## src/rtl/display_ctrl_pkg.sv

```systemverilog
// Encodings shared by the keypad/LCD display path: arbiter state and display modes.
// Also a helper that sizes the cycle counters from their limit.
package display_ctrl_pkg;

    typedef enum logic [1:0] {
        IDLE  = 2'd0,
        ISSUE = 2'd1,
        WAIT  = 2'd2,
        GAP   = 2'd3
    } arb_state_e;

    typedef enum logic [1:0] {
        MODE_DEC   = 2'd0,
        MODE_HEX   = 2'd1,
        MODE_TEXT  = 2'd2,
        MODE_BLANK = 2'd3
    } disp_mode_e;

    function automatic int cnt_width(input int limit);
        return $clog2(limit) + 1;
    endfunction

endpackage

```

## src/rtl/cycle_timer.sv

```systemverilog
// Loadable up-counter with clear (highest priority), load, enable and terminal count.
// With SATURATE set, the count holds at LIMIT-1 instead of advancing.
module cycle_timer #(
    parameter int WIDTH    = 8,
    parameter int LIMIT    = 16,
    parameter bit SATURATE = 1'b0
) (
    input  logic             clk,
    input  logic             rst_n,
    input  logic             clr_i,
    input  logic             en_i,
    input  logic             load_i,
    input  logic [WIDTH-1:0] load_val_i,
    output logic             tc_o
);

    localparam logic [WIDTH-1:0] TC_VAL = WIDTH'(LIMIT - 1);

    logic [WIDTH-1:0] count_q;
    logic [WIDTH-1:0] count_d;

    assign tc_o = (count_q == TC_VAL);

    always_comb begin
        // NOTE: the default first keeps every path assigned, so no latch is inferred.
        count_d = count_q;
        if (clr_i) begin
            count_d = '0;
        end else if (load_i) begin
            count_d = load_val_i;
        end else if (en_i && !(SATURATE && tc_o)) begin
            count_d = count_q + 1'b1;
        end
    end

    // NOTE: state registers use non-blocking assignments so every flop samples pre-edge values.
    always_ff @(posedge clk or negedge rst_n) begin
        if (!rst_n) begin
            count_q <= '0;
        end else begin
            count_q <= count_d;
        end
    end

endmodule

```

## src/rtl/display_link_arbiter.sv

```systemverilog
// Shares the SPI display driver between two producers: round-robin on ties, one-cycle
// start, watchdog on done, fixed inter-frame gap, and auto-refresh of the last frame.
module display_link_arbiter
    import display_ctrl_pkg::*;
#(
    parameter int TIMEOUT_CYCLES = 65535,
    parameter int REFRESH_CYCLES = 50000,
    parameter int GAP_CYCLES     = 4
) (
    input  logic        clk,
    input  logic        rst,
    input  logic [1:0]  req,
    input  logic [15:0] value0,
    input  logic [15:0] value1,
    input  logic [1:0]  mode0,
    input  logic [1:0]  mode1,
    output logic [1:0]  ack,
    output logic        disp_start,
    output logic [15:0] disp_value,
    output logic [1:0]  disp_mode,
    input  logic        disp_done,
    output logic        busy,
    output logic        timeout_err
);

    localparam int WD_W  = cnt_width(TIMEOUT_CYCLES);
    localparam int GAP_W = cnt_width(GAP_CYCLES);
    localparam int REF_W = cnt_width(REFRESH_CYCLES);

    arb_state_e  state_q, state_d;
    logic        last_grant_q, last_grant_d;
    logic        is_refresh_q, is_refresh_d;
    logic        timeout_err_q, timeout_err_d;
    logic        frame_valid_q;
    logic [15:0] disp_value_q;
    logic [1:0]  disp_mode_q;

    logic        latch_en;
    logic        latch_sel;
    logic        issue_entry;
    logic        wd_tc, gap_tc, refresh_pending;

    always_comb begin
        state_d       = state_q;
        last_grant_d  = last_grant_q;
        is_refresh_d  = is_refresh_q;
        timeout_err_d = timeout_err_q;
        latch_en      = 1'b0;
        latch_sel     = 1'b0;
        unique case (state_q)
            IDLE: begin
                if (req != 2'b00) begin
                    // On a tie the requester that did not win last time goes first.
                    latch_sel    = (req == 2'b11) ? ~last_grant_q : req[1];
                    latch_en     = 1'b1;
                    last_grant_d = latch_sel;
                    is_refresh_d = 1'b0;
                    state_d      = ISSUE;
                end else if (refresh_pending && frame_valid_q) begin
                    is_refresh_d = 1'b1;
                    state_d      = ISSUE;
                end
            end
            ISSUE: state_d = WAIT;
            WAIT: begin
                if (disp_done) begin
                    timeout_err_d = 1'b0;
                    state_d       = GAP;
                end else if (wd_tc) begin
                    timeout_err_d = 1'b1;
                    state_d       = GAP;
                end
            end
            GAP: begin
                if (gap_tc) begin
                    state_d = IDLE;
                end
            end
            default: state_d = IDLE;
        endcase
    end

    assign issue_entry = (state_q == IDLE) && (state_d == ISSUE);

    always_ff @(posedge clk or negedge rst) begin
        if (!rst) begin
            state_q       <= IDLE;
            last_grant_q  <= 1'b1;
            is_refresh_q  <= 1'b0;
            timeout_err_q <= 1'b0;
            frame_valid_q <= 1'b0;
            disp_value_q  <= '0;
            disp_mode_q   <= MODE_DEC;
        end else begin
            state_q       <= state_d;
            last_grant_q  <= last_grant_d;
            is_refresh_q  <= is_refresh_d;
            timeout_err_q <= timeout_err_d;
            if (latch_en) begin
                frame_valid_q <= 1'b1;
                disp_value_q  <= latch_sel ? value1 : value0;
                disp_mode_q   <= latch_sel ? mode1  : mode0;
            end
        end
    end

    cycle_timer #(.WIDTH(WD_W), .LIMIT(TIMEOUT_CYCLES), .SATURATE(1'b0)) u_watchdog (
        .clk        (clk),
        .rst_n      (rst),
        .clr_i      (state_q != WAIT),
        .en_i       (state_q == WAIT),
        .load_i     (1'b0),
        .load_val_i ('0),
        .tc_o       (wd_tc)
    );

    cycle_timer #(.WIDTH(GAP_W), .LIMIT(GAP_CYCLES), .SATURATE(1'b0)) u_gap (
        .clk        (clk),
        .rst_n      (rst),
        .clr_i      (state_q != GAP),
        .en_i       (state_q == GAP),
        .load_i     (1'b0),
        .load_val_i ('0),
        .tc_o       (gap_tc)
    );

    // Idle time is measured from the last issue, so the refresh timer restarts on each one.
    cycle_timer #(.WIDTH(REF_W), .LIMIT(REFRESH_CYCLES), .SATURATE(1'b1)) u_refresh (
        .clk        (clk),
        .rst_n      (rst),
        .clr_i      (issue_entry),
        .en_i       (1'b1),
        .load_i     (1'b0),
        .load_val_i ('0),
        .tc_o       (refresh_pending)
    );

    assign disp_start  = (state_q == ISSUE);
    assign ack         = (disp_start && !is_refresh_q) ? (last_grant_q ? 2'b10 : 2'b01) : 2'b00;
    assign disp_value  = disp_value_q;
    assign disp_mode   = disp_mode_q;
    assign busy        = (state_q != IDLE);
    assign timeout_err = timeout_err_q;

endmodule

```

## config.mk

```make
export PLATFORM = sky130hd
export DESIGN_NAME = display_link_arbiter
export DESIGN_NICKNAME = d
export VERILOG_FILES = /design/src/rtl/display_ctrl_pkg.sv /design/src/rtl/cycle_timer.sv /design/src/rtl/display_link_arbiter.sv
export SDC_FILE = /design/constraint.sdc
export NUM_CORES = 1
export LEC_CHECK = 0
export ABC_CLOCK_PERIOD_IN_PS = 1970
export BUFFER_PORTS_ARGS = -buffer_cell sky130_fd_sc_hd__buf_2
export CAP_MARGIN = 20
export CORE_MARGIN = 3
export CORE_UTILIZATION = 44
export CTS_CLUSTER_SIZE = 24
export DETAILED_ROUTE_END_ITERATION = 10
export PLACE_DENSITY = 0.78
export SLEW_MARGIN = 15
export SYNTH_ARGS = -nofsm -noshare
export SYNTH_HDL_FRONTEND = slang
export SYNTH_SLANG_ARGS = --single-unit
```

## constraint.sdc

```tcl
create_clock -name clk -period 1.97 [get_ports clk]
set_input_delay 0.0985 -clock clk [delete_from_list [all_inputs] [get_ports clk]]
set_output_delay 0.0985 -clock clk [all_outputs]
set_load 0.05 [all_outputs]
```

==> run summary, run 1 <==
CP Capture Point: u_refresh.count_q[7]
initial antenna violation count: 0
XOR/XNOR share of the synthesized area: 0.0744
Crit. End Element: flop
Worst Skew: 0.00969 ns
max_cap viols: 0
GRT Resource Usage Total: 0.188
# port buffers: 63
failing checks: negative setup slack
Antenna Nets Post-Route: 0
largest area contributor in the netlist: dfrtp_1
Min Clock Period, post-route: 2.05 ns
dpl hpwl: 4.70 mm
P&R area growth vs syn: 29.9%
global route total overflow: 0
FF+latch area: 1530 um2
clock latency on the worst-skew pair: 0.34 ns
row cnt: 29
detailed-route via count: 2426
Data required, critical path: 2.20 ns
via/cell ratio: 5.22
Reg2Reg Launch Point: u_refresh.count_q[5]
clk sinks: 61
pwr dens: 1300 nW/um2
initial core utilization: 0.458
Hold Path Class: in2reg
final WL: 6.45 mm
crit-path max FO: 6
worst r2r path cells: 5
Critical Path Start: u_refresh.count_q[5]
global-route wire length before repair: 11.2 mm
Synth cell types: 41
mux cell area share after synthesis: 0.0714
Slew Viols, Final: 0
Crit Path Class: reg2reg
Most used DFF post-synth: dfrtp_1
RSZ-0062 raised after global routing: true
largest net degree at the start of global routing: 27
# diodes: 0
Longest Clk Path Bufs: 2
die extent in y: 87.8 um
routability congestion estimate: 0.829
drt pass-1 iters: 4
share of the synthesized area in the top cell type: 0.510
dpl cells: 443
Final Non-Filler Cells: 465
die width: 87.8 um
Worst R2R Setup Slack: -0.08 ns
Reg clk slew, reported paths: 0.07 ns
footprint of the multi-input gates: 1400 um2
Max Clk Rate: 488 MHz
critical path cell sequence: or4_1 -> or4_4 -> o31ai_4 -> buf_6 -> nor2_1
syn_nets: 338
sequential fraction of the synthesis area: 0.519
syn_area_per_cell: 10.1 um2
endpoints failing setup: 15
crit share post-route: 1.04
number of buffers created by CTS: 9
Critical-path top delay cell: or4_1
most frequent cells in the layout: 63 x buf_2, 60 x dfrtp_1, 35 x nand2_1, 31 x nor2_1, 21 x mux2i_1
critical path startpoint category: flop
Peak VDD IR: 1.07 mV
Die ar.: 7710 um2
layout cell share with drive strength beyond 1: 0.320
most common cell after layout, fill and taps aside: buf_2
flops & latches, synth: 61
CTS tree: yes
Cell Area, Synth: 2940 um2
largest family of logic cells by synthesized area: simple AND/OR/NAND/NOR gates
Post-Synth Adder-Cell Area: 0.0212
status: finished with violations
FILL cells: 495
worst-margin pin slew: 0.749 ns
Synth Area in Simple Gates: 0.210
depth of the CTS H-tree: 3
RR Endpoint: u_refresh.count_q[7]
CP max stage delay: 0.51 ns
setup ws final: -0.0800 ns
vias in the first global route: 2384
Post-synth ARST share: 1.00
Hold Violations, Final: 0
core area: 6420 um2
Synth Instances: 292
CP arrival: 2.28 ns
Yosys warning total: 0
Routed WL per cell: 13.9 um
Synth Area in Compound Gates: 0.0782
Root Buffer: clkbuf_8
Slew headroom: 0.499
DRC: 0
I/O pin cnt: 64
Pwr Total: 0.00497 W
Iter 0 DRT Violations: 124
Post-synth EDFFs: 0
synth top area cells: dfrtp_1 51%, mux2i_1 7.1%, xnor2_1 5.1%
Final nets: 429
P_leak: 1.82 nW
-- flip-flops by register name (all words and copies together), names as in the netlist --
| name | cells |
|---|---|
| disp_mode | 2 |
| disp_value | 16 |
| frame_valid_q | 1 |
| is_refresh_q | 1 |
| last_grant_q | 1 |
| state_q | 2 |
| timeout_err | 1 |
| u_gap.count_q | 3 |
| u_refresh.count_q | 17 |
| u_watchdog.count_q | 17 |
-- cells in the mapped netlist (2+ instances only) --
cell       n
a31oi_1    4
buf_2      2
and4_1     2
xnor2_1   17
nand4_1    9
and3_1     2
a41o_1     2
nand2b_1   4
clkbuf_1   8
xor2_1     8
nor2_1    36
a21oi_1    2
nand3_1    9
ha_1       5
nor2b_1    2
inv_1      7
mux2i_1   21
nand2_1   35
o21a_1     2
nor3_1     9
o21ai_0   18
or2_2      2
dfrtp_1   60
nor4_1     9
-- how the worst min path moves through the flow --
stage | cells past startpoint | from | to
after floorplan | 0 | rst | disp_mode[0]
after global placement | 1 | rst | u_watchdog.count_q[13]
after detailed placement | 1 | rst | u_watchdog.count_q[13]
after CTS | 3 | value0[8] | disp_value[8]
after global routing | 3 | value0[12] | disp_value[12]
final | 3 | value0[8] | disp_value[8]
-- timing repair --
action / CTS / global route
hold buffers: 3 / 0
resized for setup: 1 / 10
pin swaps: 1 / 7
setup buffers: 0 / 3
endpoints found under the setup margin: 16 / 16
endpoints found under the hold margin: 25 / 0
-- cell type report --
cell class	count	area share
repair buffers	91	0.151
multi-input cells	213	0.365
clock inverters	7	0.0200
well taps	77	0.0252
flip-flops and latches	61	0.400
inverters	7	0.00687
clock buffers	9	0.0324
-- through the flow --
step | setup TNS [ns] | worst slack, ns | hold slack, ns | area [um2] | utilization
floorplan | 0 | 0.00373 | -0.197 | 2950 | -
global placement | -0.281 | -0.0328 | 0.137 | 3520 | 0.548
detailed placement | -1.18 | -0.101 | 0.136 | 3520 | 0.548
CTS | -1.09 | -0.104 | 0.0171 | 3760 | 0.585
global route | -1.72 | -0.127 | 0.0322 | 3820 | 0.595
finish | -1.07 | -0.0800 | 0.0379 | 3820 | 0.595
-- kinds of logic (layout without fill, tap and decap cells) --
kind of cell             Yosys count  after routing
AO/OA/AOI/OAI                     35             35
buffers and inverters             18            114
multiplexers                      21             21
XOR/XNOR                          25             25
adder cells (fa/ha/maj)            5              5
flip-flops                        61             61
AND/OR/NAND/NOR                  127            127
-- worst max-delay path, delay by kind of cell, from the launching register on --
family | cells | cell delay [ns]
buffers and inverters | 1 | 0.17
AND/OR/NAND/NOR | 3 | 1.02
AO/OA/AOI/OAI | 1 | 0.37
flip-flops | 1 | 0.37
-- layer usage --
| layer | global-route usage | wire length [um] | vias up |
|---|---|---|---|
| met3 | 0.0696 | 473 | 7 |
| met4 | 0.0725 | 68 | 0 |
| li1 | - | - | 1200 |
| met1 | 0.242 | 2810 | 1148 |
| met5 | 0 | 0 | - |
| met2 | 0.290 | 3090 | 71 |
-- power breakdown --
part	internal [W]	switching, W
clock network	0.000587	0.000513
logic	0.000652	0.00136
registers	0.00162	0.000247
Power figures use the tool's default switching activity.
==> run 2: changes to the inputs <==
--- a/config.mk
+++ b/config.mk
@@ -12,7 +12,7 @@
 export CORE_UTILIZATION = 44
 export CTS_CLUSTER_SIZE = 24
 export DETAILED_ROUTE_END_ITERATION = 10
-export PLACE_DENSITY = 0.78
+export PLACE_DENSITY_LB_ADDON = 0.1
 export SLEW_MARGIN = 15
 export SYNTH_ARGS = -nofsm -noshare
 export SYNTH_HDL_FRONTEND = slang
==> run summary, run 2 (synthesis results as in run 1) <==
via/cell ratio: 5.00 (-4.1%)
CTS tree: yes
Crit. End Element: flop
die extent in y: 87.8 um (unchanged)
Crit. path cell count: 5 (unchanged)
Antenna Nets Post-Route: 0 (unchanged)
cell family contributing the most delay on the critical path: simple AND/OR/NAND/NOR gates
Hold Path Class: in2reg
most common cell after layout, fill and taps aside: buf_2
setup ws final: -0.0139 ns (+0.0661 ns)
I/O pin cnt: 64 (unchanged)
CP arrival: 2.20 ns (-0.08 ns)
Iter 0 DRT Violations: 47 (-62%)
Worst R2R Setup Slack: -0.01 ns (+0.07 ns)
Reg clk slew, reported paths: 0.07 ns (about the same)
post-layout util: 0.592 (-0.00292)
Critical Path Start: u_refresh.count_q[7]
Crit Path Class: reg2reg
dpl hpwl: 4.44 mm (-5.6%)
Critical-path top delay cell: or4_1
Slew headroom: 0.709 (+0.210)
Min Clock Period, post-route: 1.98 ns (-0.0661 ns)
Routed WL per cell: 13.3 um (-4.0%)
Longest Clk Path Bufs: 2 (unchanged)
drt pass-1 iters: 4 (unchanged)
CP Capture Point: u_refresh.count_q[2]
FILL cells: 564 (+14%)
depth of the CTS H-tree: 3 (unchanged)
RR Endpoint: u_refresh.count_q[2]
crit share post-route: 1.01 (-0.0335)
initial core utilization: 0.458 (unchanged)
largest net degree at the start of global routing: 43 (+59%)
critical path startpoint category: flop
Slew Viols, Final: 0 (unchanged)
status: finished with violations
core area: 6420 um2 (unchanged)
pwr dens: 1300 nW/um2 (-0.28%)
vias in the first global route: 2278 (-4.4%)
Hold Violations, Final: 0 (unchanged)
Data required, critical path: 2.19 ns (about the same)
GRT Resource Usage Total: 0.178 (-0.0100)
final WL: 6.25 mm (-3.2%)
CP max stage delay: 0.51 ns (about the same)
row cnt: 29 (unchanged)
max_cap viols: 0 (unchanged)
clock latency on the worst-skew pair: 0.33 ns (about the same)
RSZ-0062 raised after global routing: true
Worst Skew: 0.00929 ns (-0.000407 ns)
Pwr Total: 0.00493 W (-0.77%)
WP buf/inv: 1 (unchanged)
number of buffers created by CTS: 9 (unchanged)
P_leak: 1.84 nW (+0.97%)
endpoints failing setup: 6 (-9)
global-route wire length before repair: 10.7 mm (-4.5%)
crit-path max FO: 4 (-2)
die width: 87.8 um (unchanged)
Final nets: 433 (+0.93%)
detailed-route via count: 2347 (-3.3%)
worst-margin pin slew: 0.436 ns (-0.313 ns)
Max Clk Rate: 504 MHz (+3.3%)
clk sinks: 61 (unchanged)
Peak VDD IR: 0.854 mV (-20%)
Root Buffer: clkbuf_8
Reg2Reg Launch Point: u_refresh.count_q[7]
critical path cell sequence: or4_1 -> or4_4 -> o31ai_4 -> buf_6 -> o21ba_4
worst r2r path cells: 5 (unchanged)
routability congestion estimate: 0.774 (-6.6%)
# port buffers: 63 (unchanged)
P&R area growth vs syn: 29.2%
initial antenna violation count: 0 (unchanged)
most frequent cells in the layout: 63 x buf_2, 60 x dfrtp_1, 35 x nand2_1, 30 x nor2_1, 26 x buf_4
# diodes: 0 (unchanged)
Die ar.: 7710 um2 (unchanged)
failing checks: negative setup slack
layout cell share with drive strength beyond 1: 0.319 (-0.000710)
global route total overflow: 0 (unchanged)
Setup TNS: -0.0675 ns (+0.998 ns)
DRC: 0 (unchanged)
[run 2: cell types whose count changed in the layout (fill, tap and decap cells not counted), sizes merged]
cell,delta
clkbuf,+2
buf,+4
clkinvlp,-2
[run 2: cell type report]
cell class                 count  area (um2)  area share
clock inverter                 5        50.0      0.0132
inverter                       7        26.3     0.00691
timing repair buffer          95         583       0.153
clock buffer                  11         141      0.0372
multi-input combinational    213        1380       0.363
tap                           77        96.3      0.0253
sequential                    61        1530       0.402
[run 2: tightest hold or removal path, delay by kind of cell]
kind            cells  cell delay (ns)
compound gates      1             0.12
buf+inv             1             0.07
mux                 1             0.05
[run 2: through the flow]
stage               hold WS, ns  instance area (um2)  cells  setup WS (ns)
detailed placement        0.133                 3520    446        -0.0757
global route             0.0610                 3800    469        -0.0851
floorplan                -0.197                 2950    292        0.00373
finish                   0.0522                 3800    469        -0.0139
global placement          0.133                 3520    446        -0.0541
CTS                      0.0344                 3820    469        -0.0728
[run 2: worst min-delay path by stage]
stage,from,endpoint,slack (ns),depth (start not counted)
6_report,value0[2],disp_value[2],0.05,3
5_1_grt,value0[11],disp_value[11],0.06,3
4_1_cts,value0[3],disp_value[3],0.03,3
3_5_place_dp,rst,u_refresh.count_q[12],0.13,2
3_3_place_gp,rst,u_refresh.count_q[4],0.13,2
2_1_floorplan,rst,disp_mode[0],-0.20,0
[run 2: power by group]
group	internal (W)	total, W	switching (W)
combinational	0.000648	0.00199	0.00134
clock	0.000610	0.00108	0.000471
sequential	0.00162	0.00186	0.000246
total	0.00287	0.00493	0.00206
[run 2: what timing repair did]
item | 4_1_cts | 5_1_grt
gates cloned | 1 | 0
hold endpoints to repair | 62 | 0
endpoints found under the setup margin | 16 | 15
pin swaps | 4 | 1
hold buffers | 3 | 0
setup buffers | 3 | 1
gates resized for setup | 11 | 0
[run 2: layer usage]
layer / GRT usage / vias up / wire, um
met4: 0.0753 / 0 / 65
met2: 0.247 / 69 / 2650
met1: 0.270 / 1059 / 3230
met5: 0 / - / 0
li1: - / 1213 / -
met3: 0.0339 / 6 / 301
